**src/rtl/regfile_writeback.sv**
```systemverilog
// regfile_writeback: in-order write-back queue merging load and ALU results onto one register-file write port
module regfile_writeback #(
   parameter int DW    = 16,
   parameter int DEPTH = 4
) (
   input  logic                       clk,
   input  logic                       rst,
   input  logic                       mem_valid,
   input  logic [2:0]                 mem_addr,
   input  logic [DW-1:0]              mem_data,
   output logic                       mem_ready,
   input  logic                       alu_valid,
   input  logic [2:0]                 alu_addr,
   input  logic [DW-1:0]              alu_data,
   output logic                       alu_ready,
   output logic                       WE3,
   output logic [2:0]                 A3,
   output logic [DW-1:0]              WD3,
   input  logic [2:0]                 lk1_addr,
   input  logic [2:0]                 lk2_addr,
   output logic                       lk1_hit,
   output logic                       lk2_hit,
   output logic [DW-1:0]              lk1_data,
   output logic [DW-1:0]              lk2_data,
   output logic [$clog2(DEPTH):0]     pend_count
);
   localparam int PW = $clog2(DEPTH);
   localparam logic [PW:0] DEPTH_C = (PW+1)'(DEPTH);

   logic [2:0]    addr_q [DEPTH];
   logic [DW-1:0] data_q [DEPTH];
   logic [PW-1:0] wp_q, wp_d, rp_q, rp_d, wp_alu;
   logic [PW:0]   cnt_q, cnt_d, free;
   logic          mem_en, alu_en, pop;

   // Readiness from start-of-cycle occupancy; writes to r0 handshake but are dropped
   always_comb begin
      free      = DEPTH_C - cnt_q;
      mem_ready = free != '0;
      alu_ready = mem_valid ? free >= (PW+1)'(2) : free != '0;
      mem_en    = mem_valid & mem_ready & (mem_addr != 3'd0);
      alu_en    = alu_valid & alu_ready & (alu_addr != 3'd0);
      pop       = cnt_q != '0;
      wp_alu    = wp_q + PW'(mem_en);
      wp_d      = wp_alu + PW'(alu_en);
      rp_d      = rp_q + PW'(pop);
      cnt_d     = cnt_q + (PW+1)'(mem_en) + (PW+1)'(alu_en) - (PW+1)'(pop);
      WE3       = pop;
      A3        = pop ? addr_q[rp_q] : 3'd0;
      WD3       = pop ? data_q[rp_q] : '0;
   end

   // Pointer and occupancy state; reset discards every pending write
   always_ff @(posedge clk or negedge rst) begin
      if (!rst) begin
         wp_q  <= '0;
         rp_q  <= '0;
         cnt_q <= '0;
      end else begin
         wp_q  <= wp_d;
         rp_q  <= rp_d;
         cnt_q <= cnt_d;
      end
   end

   // Entry storage; mem lands in the older slot when both enqueue together
   always_ff @(posedge clk) begin
      if (mem_en) begin
         addr_q[wp_q] <= mem_addr;
         data_q[wp_q] <= mem_data;
      end
      if (alu_en) begin
         addr_q[wp_alu] <= alu_addr;
         data_q[wp_alu] <= alu_data;
      end
   end

   // Forwarding lookup, scanning oldest to youngest so the youngest match wins
   always_comb begin
      lk1_hit  = 1'b0;
      lk1_data = '0;
      lk2_hit  = 1'b0;
      lk2_data = '0;
      for (int k = 0; k < DEPTH; k++) begin
         if ((PW+1)'(k) < cnt_q) begin
            if (lk1_addr != 3'd0 && addr_q[rp_q + PW'(k)] == lk1_addr) begin
               lk1_hit  = 1'b1;
               lk1_data = data_q[rp_q + PW'(k)];
            end
            if (lk2_addr != 3'd0 && addr_q[rp_q + PW'(k)] == lk2_addr) begin
               lk2_hit  = 1'b1;
               lk2_data = data_q[rp_q + PW'(k)];
            end
         end
      end
   end

   assign pend_count = cnt_q;
endmodule

```
**config.mk**
```make
export PLATFORM = sky130hd
export DESIGN_NAME = regfile_writeback
export DESIGN_NICKNAME = d
export VERILOG_FILES = /design/src/rtl/regfile_writeback.sv
export SDC_FILE = /design/constraint.sdc
export NUM_CORES = 1
export LEC_CHECK = 0
export ABC_AREA = 1
export CAP_MARGIN = 5
export CORE_MARGIN = 10
export CORE_UTILIZATION = 39
export CTS_CLUSTER_SIZE = 25
export DETAILED_ROUTE_END_ITERATION = 8
export GPL_ROUTABILITY_DRIVEN = 0
export SYNTH_ARGS = -nofsm -noshare
export SYNTH_HDL_FRONTEND = slang
export SYNTH_SLANG_ARGS = --single-unit
```
**constraint.sdc**
```tcl
create_clock -name clk -period 7.4 [get_ports clk]
set_clock_uncertainty 0.05 [all_clocks]
set_input_delay 0.74 -clock clk [delete_from_list [all_inputs] [get_ports clk]]
set_output_delay 0.74 -clock clk [all_outputs]
set_load 0.1 [all_outputs]
```
== Word-level counts from Yosys, hierarchy flattened ==
Memories as Yosys holds them, arrays and structs flattened.
Cells that the tools add are included.
Word-level totals
  register bits after elaboration: 7
  memory bits (writable): 76
  input bits: 48
  output and inout port bits: 59
  logic and storage cells: 85
  memories kept: 2
Operators by class
  add/sub/neg operators: 10
  $lt $le $gt $ge: 5
  equal/unequal tests: 8
  multiplexer cells: 39
  bitwise gates (word level): 4
  reduce and logical (&&, ||, !) cells: 14
Memory list
  data_q: words 4, width 16, read ports 4, clocked after memory_dff 0, wr ports 2, line 31  | logic [DW-1:0] data_q [DEPTH];
  addr_q: words 4, width 3, read ports 4, clocked after memory_dff 0, wr ports 2, line 30  | logic [2:0] addr_q [DEPTH];
Operators by type and width (count)
  2-to-1 mux 16 bit: 17
  == test 3 bit: 8
  2-to-1 mux 1 bit: 21
  nonzero test 3 bit: 6
  logical AND 1 bit: 8
  adder 2 x 1 -> 2 bit: 3
  adder 3 x 1 -> 3 bit: 2
  < comparator 1 x 3 -> 1 bit (first input constant): 2
  < comparator 2 x 3 -> 1 bit (first input constant): 2
  adder 2 bit (second input constant): 2
  bitwise AND 1 bit: 4
  greater-or-equal comparator 3 x 2 -> 1 bit (second input constant): 1
  2-to-1 mux 3 bit: 1
  subtractor 3 x 1 -> 3 bit: 1
  subtractor 3 bit (first input constant): 1
  adder 2 x 1 -> 2 bit (second input constant): 1

== Depth between registers and ports, before layout ==
Gate-level depths: netlist of run 1.
An unclocked memory read counts as a cell.
  depth in word-level cells: 11
  gate-level depth with buffers: 16
  mapped depth without buffers: 14

== Least setup slack after synthesis of run 1 ==
No wires, ideal clock.
  kind: register to register
  start: reg cnt_q[0] (netlist: pend_count[0])
  end: mem addr_q[1][0], enable pin
  library setup time: 0.421 ns
  data arrival time: 5.178 ns
  required time: 6.929 ns
  path slack: 1.751 ns
  stages on the path, launching flop included: 12
  buffers on the path: 1
  period minus slack after synthesis: 5.649 ns
  cell sequence: dfrtp_1 > inv_1 > ha_1 > ha_1 > inv_2 > nor2_1 > a31oi_1 > nand3_1 > inv_2 > nand3_1 > clkbuf_1 > o21ai_0
RTL lines
  start, declared: line 33  | logic [PW:0] cnt_q, cnt_d, free;
  start signal, assigned: line 62  | cnt_q <= cnt_d;
  end, declared: line 30

== Final worst setup path of run 1 ==
  start: reg rp_q[1]
  end: out lk2_data[13]
Between the ends
  word-level cells in the longest chain between the ends: 11
  elaborated cells on any way between the ends: 21
  classes of those cells: 3 x add/sub; 4 x eq/ne; 8 x mux; 4 x reduce/logical; 2 x memory
Ends and longest elaborated chain
  start, declared: line 32  | logic [PW-1:0] wp_q, wp_d, rp_q, rp_d, wp_alu;
  start signal, assigned: line 61  | rp_q <= rp_d;
  parallel branches: the longest is 10 deep, another holds memory (4 x 3 bit)
  2-to-1 mux 16 bit *: line 85  | if ((PW+1)'(k) < cnt_q) begin
  end, declared: line 24  | output logic [DW-1:0] lk2_data,
Every way passes the cells marked *.

==> results of run 1 <==
## sequential cells by signal (all words and copies together) (netlist names)
register,flops
data_q,64
addr_q,12
pend_count,3
rp_q,2
wp_q,2
## stage by stage
step	util	cell area (um2)
after floorplan	-	7860
after detailed placement	0.455	8940
after global routing	0.471	9250
after global placement	0.455	8940
final	0.471	9250
after CTS	0.471	9250
## worst min-delay path by stage
stage                 start       endpoint  cells after the start
floorplan               rst  pend_count[0]                      0
global placement    wp_q[1]        wp_q[1]                      2
detailed placement  wp_q[1]        wp_q[1]                      2
CTS                     rst  pend_count[1]                      1
global route            rst  pend_count[1]                      1
finish                  rst  pend_count[1]                      1
## final cells by class
type	instances	area, um2	share of cell area
tap	265	332	0.0358
clock inverter	2	35.0	0.00379
inverter	151	567	0.0613
clock buffer	14	274	0.0296
timing repair buffer	115	1130	0.122
sequential	83	2460	0.266
multi-input combinational	965	4460	0.482
## metal layers
layer,global-route usage,vias up,part of all wire
met3,0.0286,22,0.072
met4,0.0418,0,0.012
li1,-,4148,-
met1,0.283,3456,0.52
met2,0.250,268,0.40
met5,0,-,0
## Yosys cell counts (3+ instances only)
library cell	count	area (um2)
nand2_1	546	2050
nand3_1	160	801
inv_1	145	544
o21ai_0	128	641
edfxtp_1	76	2280
nor2_1	36	135
clkbuf_1	34	128
buf_2	24	120
o21ai_1	24	120
mux2i_1	14	140
ha_1	10	125
nand2_2	8	50.1
buf_4	7	52.6
buf_6	7	78.8
dfrtp_1	7	175
nor2_4	6	67.6
inv_2	5	18.8
nor2_2	4	25.0
buf_1	3	11.3
xnor2_1	3	26.3
## cell families after synthesis
logic type	Yosys count	synth area share
and+or+nand+nor	775	0.418
muxes	14	0.0178
AOI/OAI and AO/OA	160	0.104
buffers and inverters	226	0.122
DFF	83	0.313
xor gates and xnor gates	4	0.00446
adders and majority gates	12	0.0210
## worst register-to-register path: cells and delay by family (launching register included)
family                     cells  cell delay (ns)
adders and majority gates      3             0.55
xor gates and xnor gates       1             0.37
and+or+nand+nor                2             0.91
DFF                            1             0.41
buffers and inverters          5             0.76
AOI/OAI and AO/OA              2             0.24
==> metrics.cfg, run 1 <==
[floorplanning]
core_area_um2 = 19700
initial_core_util = 0.400
die_x_um = 162
row_count = 51
pin_count = 107
die_h_um = 162
dieArea_um2 = 26200

[setup_path]
worstPathRequired_ns = 6.61
setup.worst_path.end_class = output port
worstSetupEndpoint = lk2_data[13]
critPathMaxFanout = 70
critPathLaunch = rp_q[1]
cp_top_family = simple AND/OR/NAND/NOR gates
cp_slowest_stage_delay_ns = 1.14
critPathArrivalTime_ns = 4.71
timing.rr.start = pend_count[0]
crit_top_cell = nand2_1
critical_path.slowest_cell = clkdlybuf4s50_1
path_depth = 11
path_buf_inv = 2
reg2reg_depth = 13
regToRegSetupSlack_ns = 3.82
critical_path_class = reg -> out
start_kind = register
critical_path.cell_chain = inv_2 > nand2_1 > nand2_2 > nand2_1 > nand2_1 > nor2_1 > nor3_2 > and2_1 > nand3_1 > nand2_1 > clkdlybuf4s50_1
reg2reg_to = data_q[2][5]

[run]
maxCapViolations = 0

[logic_synthesis]
synth-async-reset-ratio = 0.0843
synth.avg_cell_area_um2 = 6.17
yosys_most_used_dff = edfxtp_1
syn_nets = 1334
ys_types = 36
synth_area_um2 = 7860
ys_warn_count = 0
syn_inst = 1274
synth-seq-area-share = 0.313
ys_ff_latch = 83
synth_edf_count = 76

[routing]
drt_iter0_drc = 669
via_per_inst = 4.95
dr.pass1.iters = 6
vias = 7894
ant_nets = 0
drc = 0
routedWlPerCell_um = 15.2
routed_wirelength_um = 24200

[global_routing]
antenna_found_initial = 0
grt.total_usage = 0.181
grt_max_degree = 88
overflow = 0
grt_pass1_wl_um = 38700
grt_pass1_vias = 6928

[timing]
layout_setup_ws_ns = 1.90
min_period_ns = 5.50
finalSetupTns_ns = 0
rsz0062_at_grt = no
setup_viol = 0
relSlewSlack = 0.232
hold_slack_ns = 0.638
drv_slew = 0
fmax_ghz = 0.182
finalCritPeriodShare = 0.743
hold_viol = 0
worstMarginPinSlew_ns = 1.15

[place]
dp_slack_ns = 2.20
port_buffers = 106
hpwlAfterDp_um = 18900
placed_cells = 1579

[layout]
n_antenna_cell = 0
final_common_cell = nand2_1
drive_gt1_frac = 0.0436
layout.nets = 1385
final_cells = 1595
fill_cells = 2085
final_cell_mix = nand2_1 (546), nand3_1 (160), inv_1 (145), o21ai_0 (126), clkdlybuf4s50_1 (106)
syn2layout_area_growth_pct = 17.7

[clock_tree]
ctsRootBufferMaster = clkbuf_16
clk_pin_slew_ns = 0.06
cts_buffers = 9
htree_num_levels = 3
post_cts_resized = 0
cts_hold_buf = 0
cts_post_setup_buffers_inserted = 0
cts.path.max_buffers = 2
cts.sinks = 83
clock_latency_ns = 0.33
cts_tree = done

[hold_path]
hp-class = in -> async

[outcome]
status = complete, no violations

Power of run 1 is left out: the tool's default activity adds up to more than one toggle a clock period on the data nets, which glitch-free logic cannot reach.
==> inputs of run 2 (changes only) <==
Clock period 7.4 ns to 5.1 ns, I/O delays scaled along.
==> metrics.cfg, run 2 (synthesis results as in run 1) <==
[outcome]
status = complete, no violations

[run]
maxCapViolations = 0  ; unchanged

[floorplanning]
initial_core_util = 0.400  ; unchanged
die_x_um = 162  ; unchanged
pin_count = 107  ; unchanged
dieArea_um2 = 26200  ; unchanged
die_h_um = 162  ; unchanged
core_area_um2 = 19700  ; unchanged
row_count = 51  ; unchanged

[setup_path]
start_kind = register
critPathArrivalTime_ns = 3.54  ; -1.17 ns
critPathMaxFanout = 55  ; -21%
crit_top_cell = buf_4
worstPathRequired_ns = 4.54  ; -2.07 ns
setup.worst_path.end_class = output port
critical_path.slowest_cell = clkdlybuf4s50_1
critical_path_class = reg -> out
cp_top_family = buffers and inverters
path_buf_inv = 4  ; +2
critical_path.cell_chain = buf_4 > buf_4 > mux2i_1 > o21ai_0 > inv_1 > nor2_1 > clkdlybuf4s50_1
cp_slowest_stage_delay_ns = 1.16  ; +0.02 ns

[timing]
finalCritPeriodShare = 0.804
hold_viol = 0  ; unchanged
min_period_ns = 4.10
hold_slack_ns = 0.402  ; -0.236 ns
worstMarginPinSlew_ns = 1.01  ; -0.145 ns
relSlewSlack = 0.328  ; +0.0962
setup_viol = 0  ; unchanged
fmax_ghz = 0.244
drv_slew = 0  ; unchanged
finalSetupTns_ns = 0  ; unchanged
rsz0062_at_grt = no

[hold_path]
hp-class = in -> async

[layout]
final_common_cell = nand2_1
fill_cells = 2080  ; -0.24%
drive_gt1_frac = 0.0778  ; +0.0342
fin_area_um2 = 9220  ; -0.37%
largest_register_ffs = 64  ; unchanged
syn2layout_area_growth_pct = 17.3
final_cells = 1601  ; +0.38%
layout.nets = 1391  ; +0.43%
regMostFlops = data_q
final_cell_mix = nand2_1 (546), nand3_1 (160), inv_1 (145), o21ai_0 (126), edfxtp_1 (76)
n_antenna_cell = 0  ; unchanged

[clock_tree]
cts.path.max_buffers = 2  ; unchanged
clk_pin_slew_ns = 0.06  ; about the same
cts_buffers = 9  ; unchanged
ctsRootBufferMaster = clkbuf_16
post_cts_resized = 0  ; unchanged
cts_hold_buf = 0  ; unchanged
cts.sinks = 83  ; unchanged
cts_post_setup_buffers_inserted = 0  ; unchanged
cts_tree = done
htree_num_levels = 3  ; unchanged
clock_latency_ns = 0.33  ; about the same

[routing]
routed_wirelength_um = 24300  ; +0.54%
drc = 0  ; unchanged
vias = 7899  ; +0.063%
via_per_inst = 4.93  ; -0.31%
routedWlPerCell_um = 15.2  ; +0.16%
drt_iter0_drc = 692  ; +3.4%
ant_nets = 0  ; unchanged
dr.pass1.iters = 5  ; -1

[global_routing]
antenna_found_initial = 0  ; unchanged
grt_max_degree = 69  ; -22%
grt_pass1_vias = 6993  ; +0.94%
overflow = 0  ; unchanged
grt_pass1_wl_um = 39100  ; +0.87%
grt.total_usage = 0.181  ; -0.000194

[place]
port_buffers = 106  ; unchanged
placed_cells = 1585  ; +0.38%
hpwlAfterDp_um = 19100  ; +0.97%
placed_area_um2 = 8900  ; -0.46%

run 2: changes by cell type in the layout (fill, tap and decap cells not counted), sizes merged:
cell	delta
buf	+43
bufinv	+1
clkbuf	-5
clkdlybuf4s50	-37
clkinv	+2
clkinvlp	+1
inv	+1
run 2: layout make-up:
cell class / instances / area [um2] / share of cell area
multi-input cells: 965 / 4460 / 0.484
flip-flops and latches: 83 / 2460 / 0.267
repair buffers: 121 / 1080 / 0.117
inverters: 151 / 567 / 0.0615
well taps: 265 / 332 / 0.0360
clock buffers: 9 / 225 / 0.0244
clock inverters: 7 / 91.3 / 0.00991
run 2: routing by layer:
layer	vias up	GRT usage	share of wire
met5	-	0	0
met4	0	0.0323	0.0071
met1	3472	0.280	0.51
met3	12	0.0248	0.068
li1	4162	-	-
met2	253	0.259	0.41
run 2: worst paths after layout:
path | from | to | slack [ns] | cells past startpoint
setup / recovery | rp_q[0] | WD3[7] | 1.00 | 7
hold / removal | rst | pend_count[2] | 0.40 | 1
setup reg to reg | pend_count[0] | pend_count[1] | 1.82 | 8
hold reg to reg | wp_q[1] | wp_q[1] | 0.65 | 2
max in group asynchronous | rst | rp_q[0] | 4.31 | 1
min in group clk | wp_q[1] | wp_q[1] | 0.65 | 2
run 2: metrics by stage:
step,utilization,setup WS [ns]
final,0.469,1.00
after global routing,0.469,0.760
after CTS,0.469,1.03
after detailed placement,0.453,1.39
after global placement,0.453,1.31
after floorplan,-,0.129
Power of run 2 is left out for the same reason.
